[config.mk]
export PLATFORM = sky130hd
export DESIGN_NAME = spi_mstr_gen
export DESIGN_NICKNAME = d
export VERILOG_FILES = /design/src/rtl/spi_mstr_pkg.sv /design/src/rtl/spi_sclk_gen.sv /design/src/rtl/spi_mstr_gen.sv
export SDC_FILE = /design/constraint.sdc
export NUM_CORES = 1
export LEC_CHECK = 0
export BUFFER_PORTS_ARGS = -buffer_cell sky130_fd_sc_hd__buf_2
export CORE_MARGIN = 5
export CORE_UTILIZATION = 45
export CTS_BUF_LIST = sky130_fd_sc_hd__clkbuf_8 sky130_fd_sc_hd__clkbuf_16
export DETAILED_ROUTE_END_ITERATION = 8
export PLACE_DENSITY = 0.69
export SLEW_MARGIN = 10
export SYNTH_ARGS = -nofsm -noshare
export SYNTH_HDL_FRONTEND = slang
export SYNTH_SLANG_ARGS = --single-unit
[constraint.sdc]
create_clock -name clk_i -period 4 [get_ports clk_i]
set_input_delay 0.6 -clock clk_i [delete_from_list [all_inputs] [get_ports clk_i]]
set_output_delay 0.6 -clock clk_i [all_outputs]
set_load 0.02 [all_outputs]
[src/rtl/spi_mstr_pkg.sv]
// rtl/spi_mstr_pkg.sv - shared state encoding, defaults and divider preset for the SPI master
package spi_mstr_pkg;

    typedef logic [1:0] state_t;

    localparam state_t IDLE        = 2'd0;
    localparam state_t SAMPLE_WAIT = 2'd1;
    localparam state_t SHIFT_WAIT  = 2'd2;
    localparam state_t FINAL       = 2'd3;

    localparam int DEF_DATA_W = 16;
    localparam int DEF_DIV_W  = 5;
    localparam int DEF_NUM_SS = 2;

    // Divider preset: SCLK (counter MSB) high, first fall a quarter period later.
    function automatic int fp_val(input int div_w);
        return (1 << (div_w - 1)) + (1 << (div_w - 2)) - 1;
    endfunction

endpackage

[src/rtl/spi_sclk_gen.sv]
// rtl/spi_sclk_gen.sv - SCLK divider with front-porch preload and sample/shift strobes
module spi_sclk_gen
    import spi_mstr_pkg::*;
#(
    parameter int DIV_W = DEF_DIV_W
) (
    input  logic clk_i,
    input  logic rst_i,
    input  logic load_i,
    output logic sclk_o,
    output logic smpl_o,
    output logic shft_o
);

    localparam logic [DIV_W-1:0] FP_V   = DIV_W'(fp_val(DIV_W));
    localparam logic [DIV_W-1:0] SMPL_V = {1'b0, {(DIV_W-1){1'b1}}};
    localparam logic [DIV_W-1:0] ONE_V  = DIV_W'(1);

    logic [DIV_W-1:0] div_q;
    logic [DIV_W-1:0] div_d;

    assign div_d = load_i ? FP_V : div_q + ONE_V;

    always_ff @(posedge clk_i) begin
        if (rst_i) begin
            div_q <= FP_V;
        end else begin
            div_q <= div_d;
        end
    end

    // smpl precedes the SCLK rise edge, shft precedes the SCLK fall edge.
    assign sclk_o = div_q[DIV_W-1];
    assign smpl_o = (div_q == SMPL_V);
    assign shft_o = &div_q;

endmodule

[src/rtl/spi_mstr_gen.sv]
// rtl/spi_mstr_gen.sv - mode-3 SPI master with variable length and multiple slave selects
// SPI_MSTR_LSB_FIRST_EN selects LSB-first bit order; default is MSB-first.
module spi_mstr_gen
    import spi_mstr_pkg::*;
#(
    parameter int DATA_W = DEF_DATA_W,
    parameter int DIV_W  = DEF_DIV_W,
    parameter int NUM_SS = DEF_NUM_SS
) (
    input  logic                                          clk_i,
    input  logic                                          rst_i,
    input  logic                                          wrt_i,
    input  logic [DATA_W-1:0]                             cmd_i,
    input  logic [$clog2(DATA_W):0]                       len_i,
    input  logic [((NUM_SS > 1) ? $clog2(NUM_SS) : 1)-1:0] ss_sel_i,
    input  logic                                          miso_i,
    output logic                                          sclk_o,
    output logic                                          mosi_o,
    output logic [NUM_SS-1:0]                             ss_n_o,
    output logic                                          busy_o,
    output logic                                          done_o,
    output logic [DATA_W-1:0]                             rd_data_o
);

    localparam int LEN_W = $clog2(DATA_W) + 1;
    localparam int SS_W  = (NUM_SS > 1) ? $clog2(NUM_SS) : 1;
    localparam logic [LEN_W-1:0] DW_L  = LEN_W'(DATA_W);
    localparam logic [LEN_W-1:0] ONE_L = LEN_W'(1);

    state_t             state_q, state_d;
    logic [LEN_W-1:0]   n_q, n_d, cnt_q, cnt_d, len_eff;
    logic [SS_W-1:0]    ss_q, ss_d;
    logic [DATA_W-1:0]  shr_q, shr_d, shr_load, shr_next;
    logic               miso_q, miso_d, tap;
    logic [NUM_SS-1:0]  ss_n_q, ss_n_d;
    logic               busy_q, busy_d, done_q, done_d;
    logic               smpl, shft, finish;

    assign finish  = (state_q == FINAL) && shft;
    assign len_eff = ((len_i == '0) || (len_i > DW_L)) ? DW_L : len_i;

    spi_sclk_gen #(.DIV_W(DIV_W)) u_sclk (
        .clk_i  (clk_i),
        .rst_i  (rst_i),
        .load_i ((state_q == IDLE) || finish),
        .sclk_o (sclk_o),
        .smpl_o (smpl),
        .shft_o (shft)
    );

`ifdef SPI_MSTR_LSB_FIRST_EN
    // Bits leave from [0]; received bits enter at [N-1] and walk down to [0].
    assign shr_load = cmd_i & ({DATA_W{1'b1}} >> (DW_L - len_eff));
    assign shr_next = (shr_q >> 1) | ({{(DATA_W-1){1'b0}}, miso_q} << (n_q - ONE_L));
    assign tap      = shr_q[0];
`else
    // Left-aligned so cmd[N-1] sits on the MSB; after N shifts the upper bits are zero.
    assign shr_load = cmd_i << (DW_L - len_eff);
    assign shr_next = {shr_q[DATA_W-2:0], miso_q};
    assign tap      = shr_q[DATA_W-1];
`endif

    always_comb begin
        state_d = state_q;
        n_d     = n_q;
        cnt_d   = cnt_q;
        ss_d    = ss_q;
        shr_d   = shr_q;
        miso_d  = miso_q;
        busy_d  = busy_q;
        done_d  = done_q;
        case (state_q)
            IDLE: begin
                cnt_d = '0;
                if (wrt_i) begin
                    n_d     = len_eff;
                    ss_d    = ss_sel_i;
                    shr_d   = shr_load;
                    done_d  = 1'b0;
                    busy_d  = 1'b1;
                    state_d = SAMPLE_WAIT;
                end
            end
            SAMPLE_WAIT: begin
                if (smpl) begin
                    miso_d  = miso_i;
                    state_d = (cnt_q == n_q - ONE_L) ? FINAL : SHIFT_WAIT;
                end
            end
            SHIFT_WAIT: begin
                if (shft) begin
                    shr_d   = shr_next;
                    cnt_d   = cnt_q + ONE_L;
                    state_d = SAMPLE_WAIT;
                end
            end
            FINAL: begin
                if (shft) begin
                    shr_d   = shr_next;
                    cnt_d   = '0;
                    done_d  = 1'b1;
                    busy_d  = 1'b0;
                    state_d = IDLE;
                end
            end
            default: state_d = IDLE;
        endcase

        ss_n_d = '1;
        if ((state_q != IDLE) && !finish) begin
            for (int i = 0; i < NUM_SS; i++) begin
                if (ss_q == SS_W'(i)) ss_n_d[i] = 1'b0;
            end
        end
    end

    always_ff @(posedge clk_i) begin
        if (rst_i) begin
            state_q <= IDLE;
            n_q     <= '0;
            cnt_q   <= '0;
            ss_q    <= '0;
            shr_q   <= '0;
            miso_q  <= 1'b0;
            ss_n_q  <= '1;
            busy_q  <= 1'b0;
            done_q  <= 1'b0;
        end else begin
            state_q <= state_d;
            n_q     <= n_d;
            cnt_q   <= cnt_d;
            ss_q    <= ss_d;
            shr_q   <= shr_d;
            miso_q  <= miso_d;
            ss_n_q  <= ss_n_d;
            busy_q  <= busy_d;
            done_q  <= done_d;
        end
    end

    assign mosi_o    = busy_q & tap;
    assign ss_n_o    = ss_n_q;
    assign busy_o    = busy_q;
    assign done_o    = done_q;
    assign rd_data_o = shr_q;

endmodule

[Yosys cells after proc, flatten, opt, wreduce, memory -nomap -nowiden]
Index checks and enable logic that the tools add are counted.
Cells by class
  add/sub/neg operators: 4
  multiply operators: 0
  divide/modulo/power cells: 0
  magnitude comparators: 1
  equality and inequality tests: 10
  shift operators: 1
  multiplexer cells: 21
  bitwise logic cells: 2
  reductions and logical operators: 21
Operator list (number)
  16-bit 2-to-1 mux: 2
  16-bit case mux with 2 select lines: 1
  16-bit by 5-bit left shift with 16-bit output: 1
  5-bit 2-to-1 mux: 3
  5-bit case mux with 3 select lines: 1
  5-bit by 1-bit adder with 5-bit output (second input constant): 2
  3-bit AND reduction: 3
  2-bit 2-to-1 mux: 4
  2-bit inequality test (second input constant): 4
  2-bit case mux with 4 select lines: 1
  1-bit 2-to-1 mux: 7
  2-bit nonzero test: 3
  2-bit OR reduction: 3
  5-bit by 4-bit == test with 1-bit output (second input constant): 1
  5-bit == test: 1
  5-bit greater-than comparator (second input constant): 1
  5-bit logical NOT: 1
  5-bit AND reduction: 1
  5-bit by 1-bit subtractor with 5-bit output (second input constant): 1
  5-bit subtractor (first input constant): 1
  2-bit == test (second input constant): 2
  1-bit case mux with 2 select lines: 2
  2-bit AND reduction: 2
  4-bit AND reduction: 1
  other kinds (9): 11
Word-level totals
  bits in registers: 39
  bits in latches: 0
  bits in writable memories: 0
  memory bits (read-only): 0
  input bits: 26
  logic and storage cells: 70
  memories kept: 0

[Depth between registers and ports, before layout]
  word-level depth: 7
  mapped depth: 18
  mapped depth without buffers: 12

[Hierarchy]
Synthesis repeated with hierarchy kept, for this count alone.
Unflattened totals
  cell total of the unflattened synthesis: 361
  area total of the unflattened synthesis: 2857.7 um^2
By module, submodules not included
  spi_mstr_gen: times used 1, cells each 341, area an instance 2650.0 um^2, seq. area each 680.7 um^2
  spi_sclk_gen: times used 1, cells each 20, area an instance 207.7 um^2, seq. area each 100.1 um^2

[Worst setup path after synthesis]
Ideal clock, no wire load.
  path type: input to register
  from: input len_i[2]
  to: register shr_q[6], in the netlist rd_data_o[6]
  setup time: 0.133 ns
  data arrival time: 3.771 ns
  data required time: 3.867 ns
  setup slack: 0.096 ns
  stages on the path: 15
  path through: buf_6 -> nor4_1 -> inv_1 -> ha_1 -> and2b_1 -> buf_4 -> inv_1 -> buf_4 -> ha_1 -> buf_1 -> mux2i_1 -> inv_1 -> mux4_2 -> a221oi_1 -> nor3_1
On the way
  longest elaborated chain between the ends: 7
  elaborated cells on any way between the ends: 8
  those cells by class: add/sub: 1; order compare: 1; shift: 1; mux: 3; reduce/logical: 2
RTL lines
  start: declaration: line spi_mstr_gen.sv:14  | input logic [$clog2(DATA_W):0] len_i,
  5-bit greater-than comparator / 5-bit logical NOT (equally long branches): line spi_mstr_gen.sv:40  | assign len_eff = ((len_i == '0) || (len_i > DW_L)) ? DW_L : len_i;
  1-bit logical OR: line spi_mstr_gen.sv:40
  5-bit 2-to-1 mux (*): line spi_mstr_gen.sv:40
  5-bit subtractor (*): line spi_mstr_gen.sv:58  | assign shr_load = cmd_i << (DW_L - len_eff);
  16-bit by 5-bit left shift with 16-bit output (*): line spi_mstr_gen.sv:58
  16-bit 2-to-1 mux (*): line spi_mstr_gen.sv:75  | if (wrt_i) begin
  16-bit case mux with 2 select lines (*): line spi_mstr_gen.sv:72  | case (state_q)
  end signal: assignment: line spi_mstr_gen.sv:133  | shr_q <= shr_d;
  end: declaration: line spi_mstr_gen.sv:33  | logic [DATA_W-1:0] shr_q, shr_d, shr_load, shr_next;
Every way passes the cells marked *; elsewhere a longest branch is shown, timed or not. The select of a mux whose other input is x is not followed.
A chain may end at the register's enable or synchronous reset.

[Worst setup path after layout]
  from: input len_i[0]
  to: register shr_q[6], in the netlist rd_data_o[6]
The elaborated chain is that of the path after synthesis.

==> metrics list <==
- Input and output buffers added on the ports amount to 47.
- Data arrival time at the worst-slack endpoint: 3.77 ns
- Top area cells in the synthesized netlist: sky130_fd_sc_hd__dfxtp_1 28%, sky130_fd_sc_hd__mux2i_1 9.0%, sky130_fd_sc_hd__nor2_1 5.3%
* Number of violations of the max-capacitance limit: 0
- Avg Synthesized Cell Area: 8.57 um2
* Status: finished, final reports clean
* Share of the core filled with cells in the final layout: 52.0%
- Flip-flop and latch count after synthesis: 39
* Routed wire length: 6820 um
- The detailed router finished its first iteration with 136 violations.
* Final Max Tran Viols: 0
* Vias in the first global route: 2357
* CTS-repair resized insts: 0
- In this run the number of H-tree levels came out at 2.
* Total DRC errors in the routed layout: 0
* Via-per-instance ratio: 5.75
- Final Cycle Share: 90.5%
- The number of cells on the worst reg-to-reg path is 7.
* Detail-routed net length per standard cell: 15.8 um
* Highest fanout seen on the critical path: 12
- Maximum ir drop on the vdd rail: 0.172 mV
* Effective utilization at floorplan: 46.6%
* Power density normalized to cell area: 349 mW/mm2
* Unrepaired setup endpoints after global routing: false
- The die covers 0.00784 mm2.
- Number of enable-type register cells in the synthesized netlist: 0
- Required time of the critical path: 4.15 ns
- Area grow syn2layout: 11.5%
* Setup crit end kind: flip-flop
- Final worst path period need: 3.62 ns
- Antenna violations before repair: 0
- Path type of the worst min-delay path: flip-flop to flip-flop
- During I/O placement, the number of pins put on the boundary was 48.
* Total power of the final layout: 1.08 mW
- Number of setup violations in the final report: 0
* Number of cell rows: 28
- The HPWL after detailed placement is 5280 um.
* Setup crit start kind: input pin
* Pin count of the biggest net entering global routing: 37
* Area inside the core boundary: 0.00596 mm2
- The setup check on the worst reg-to-reg path leaves a slack of 1.59 ns.
* Fraction of final layout cells sized beyond drive strength 1: 24.0%
* Length of the first detailed-routing pass in iterations: 4
- Min-Delay Path Depth: 1
- Hold repair after CTS inserted 0 buffers.
- Counting instances in the post-synthesis netlist gives the leading cell types as 39 x sky130_fd_sc_hd__dfxtp_1, 39 x sky130_fd_sc_hd__nor2_1, 25 x sky130_fd_sc_hd__mux2i_1.
- Of the post-synthesis cell area, the dominant cell type holds 28.1%.
* TritonCTS clock tree: built
- Relative slew slack: 43.7%
* Wire length of the first global-routing pass: 11300 um
- For the pin with the worst max-slew slack, the measured transition is 0.844 ns.
- Maximum buffer depth of the clock tree: 2
- Setup TNS: 0 ns
- Counting flops with an async set or reset pin after synthesis yields a share of 0%.
- Commonest register cell after synthesis: sky130_fd_sc_hd__dfxtp_1
- CTS Root Buffer Type: sky130_fd_sc_hd__clkbuf_8
- The number of setup buffers added after CTS is 0.
* End point of the most critical hold path: ss_n_o[1]$_SDFF_PP1_
- GRT Total Usage: 18.2%
- RR Startpoint: u_sclk.div_q[0]$_SDFF_PP1_
- Number of library cell types mapped by synthesis: 57
- The tightest hold path in the finished design has a slack of 0.403 ns.
* Number of nets with antenna violations after detailed routing: 0
* Clock latency on the worst-skew pair: 0.29 ns
- By startpoint and endpoint, the worst setup path is classified as input pin to flip-flop.
- Across all layers, the routed design uses 2488 vias.
- The biggest area contributor in the post-synthesis netlist is sky130_fd_sc_hd__dfxtp_1.
- After filler insertion, the fill cell instance count of the layout stands at 585.
- Width of the chip: 88.6 um
* Max Clock Freq: 276 MHz
- After clock tree synthesis, the clock-pin slew on the worst setup and hold paths is 0.08 ns.
- Count of mapped cells out of synthesis: 324
- The Yosys step of the flow raised 0 warnings.
* Nets: 390
- The placed instances occupy a cell area of 0.00298 mm2.
- In the final layout, flip-flops and latches occupy 781 um2.
- Total gr overflow: 0
* Post-synth net total: 357
* Final-report hold violation count: 0
- In this run the most critical hold path is launched from ss_q$_SDFFE_PP0P_.
- Post-route design area: 0.00310 mm2
- Combined area of the multi-input logic cells: 0.00178 mm2
- Die height: 88.6 um
- Clock sink total: 39
- For this run, the register share of the synthesized area comes to 28.1%.
- The number of antenna diodes in the final layout is 0.
- Clock skew after layout: 0.00862 ns
- TritonCTS Buffers: 5
* Worst R2R End: rd_data_o[9]$_SDFFE_PP0P_
- The cell area that synthesis handed to floorplanning was 0.00278 mm2.
* Last weighted congestion value of the routability-driven placer: 0.834
- Pleak: 1.29 nW
==> worst max-delay path by stage <==
stage                        start                        end  slack (ns)  cells after the start
after floorplan           len_i[2]  rd_data_o[6]$_SDFFE_PP0P_         0.1                     15
after global placement    len_i[0]  rd_data_o[9]$_SDFFE_PP0P_        0.25                     12
after detailed placement  len_i[0]  rd_data_o[6]$_SDFFE_PP0P_        0.06                     12
after CTS                 len_i[0]  rd_data_o[6]$_SDFFE_PP0P_        0.38                     12
after global routing      len_i[0]  rd_data_o[9]$_SDFFE_PP0P_        0.19                     12
final                     len_i[0]  rd_data_o[6]$_SDFFE_PP0P_        0.38                     12
==> logic make-up after synthesis <==
group	count (synthesis)	share of synthesized area [%]
compound gates	76	20.0
mux	41	18.5
xor+xnor	8	2.52
flops	39	28.1
buf+inv	40	7.97
simple gates	113	19.8
fa+ha+maj	7	3.15
==> through the flow <==
stage          instances  setup slack [ns]
3_3_place_gp         425             0.250
6_report             433             0.381
2_1_floorplan        324            0.0959
4_1_cts              433             0.380
5_1_grt              433             0.192
3_5_place_dp         425            0.0600
==> cells in the final DEF (no fill, tap or decap), types with 2 or more instances in the layout <==
cell / synthesis / final
sky130_fd_sc_hd__and3_1: 3 / 3
sky130_fd_sc_hd__clkbuf_8: 0 / 6
sky130_fd_sc_hd__and2_1: 3 / 3
sky130_fd_sc_hd__a22o_1: 3 / 3
sky130_fd_sc_hd__buf_4: 2 / 6
sky130_fd_sc_hd__nand3_1: 2 / 2
sky130_fd_sc_hd__nand2_1: 24 / 24
sky130_fd_sc_hd__buf_2: 3 / 47
sky130_fd_sc_hd__nor2b_1: 5 / 5
sky130_fd_sc_hd__dfxtp_1: 39 / 39
sky130_fd_sc_hd__o211ai_1: 2 / 2
sky130_fd_sc_hd__a21oi_1: 20 / 20
sky130_fd_sc_hd__nor3_1: 11 / 11
sky130_fd_sc_hd__ha_1: 7 / 7
sky130_fd_sc_hd__a211oi_1: 9 / 9
sky130_fd_sc_hd__mux2_2: 9 / 9
sky130_fd_sc_hd__a22oi_1: 7 / 7
sky130_fd_sc_hd__a221oi_1: 8 / 8
sky130_fd_sc_hd__a2bb2oi_1: 2 / 2
sky130_fd_sc_hd__or3_1: 4 / 4
sky130_fd_sc_hd__mux2i_1: 25 / 25
sky130_fd_sc_hd__nand3b_1: 3 / 3
sky130_fd_sc_hd__mux4_2: 6 / 6
sky130_fd_sc_hd__nand2b_1: 8 / 8
sky130_fd_sc_hd__o21ai_0: 10 / 10
sky130_fd_sc_hd__o22ai_1: 2 / 2
sky130_fd_sc_hd__nand4_1: 2 / 2
sky130_fd_sc_hd__xnor2_1: 4 / 4
sky130_fd_sc_hd__inv_1: 13 / 13
sky130_fd_sc_hd__xor2_1: 4 / 4
sky130_fd_sc_hd__or2_2: 2 / 2
sky130_fd_sc_hd__nor2_1: 39 / 39
==> sequential cells by signal, summed over array words and instances (netlist names) <==
register / count
ss_n_o: 2
u_sclk.div_q: 5
miso_q: 1
state_q: 2
rd_data_o: 16
cnt_q: 5
done_o: 1
ss_q: 1
n_q: 5
busy_o: 1
==> power by group <==
part	total [mW]	internal [mW]	switching, mW
logic	0.312	0.138	0.174
registers	0.429	0.410	0.0188
clock network	0.339	0.202	0.138
==> worst max-delay path, stage by stage <==
cell and delay (ns):
sky130_fd_sc_hd__buf_2 0.14, sky130_fd_sc_hd__nor4_1 0.45, sky130_fd_sc_hd__inv_1 0.09, sky130_fd_sc_hd__ha_1 0.30
sky130_fd_sc_hd__buf_4 0.17, sky130_fd_sc_hd__nand2b_1 0.16, sky130_fd_sc_hd__ha_1 0.56, sky130_fd_sc_hd__mux2i_1 0.36
sky130_fd_sc_hd__inv_1 0.06, sky130_fd_sc_hd__mux4_2 0.47, sky130_fd_sc_hd__a221oi_1 0.32, sky130_fd_sc_hd__nor3_1 0.09
==> cell type report <==
cell class / count / area share, %
repair buffers: 53 / 9.05
flip-flops and latches: 39 / 25.2
inverters: 13 / 1.58
multi-input cells: 245 / 57.3
well taps: 75 / 3.03
clock inverters: 2 / 1.13
clock buffers: 6 / 2.67
==> layer usage <==
metal	vias to the layer above	GRT usage [%]	wire [um]
li1	1245	-	-
met1	1166	23.1	3030
met2	66	30.7	3340
met3	11	3.54	322
met4	0	6.59	129
met5	-	0	0
No activity file was read; power rests on OpenSTA's default activity.
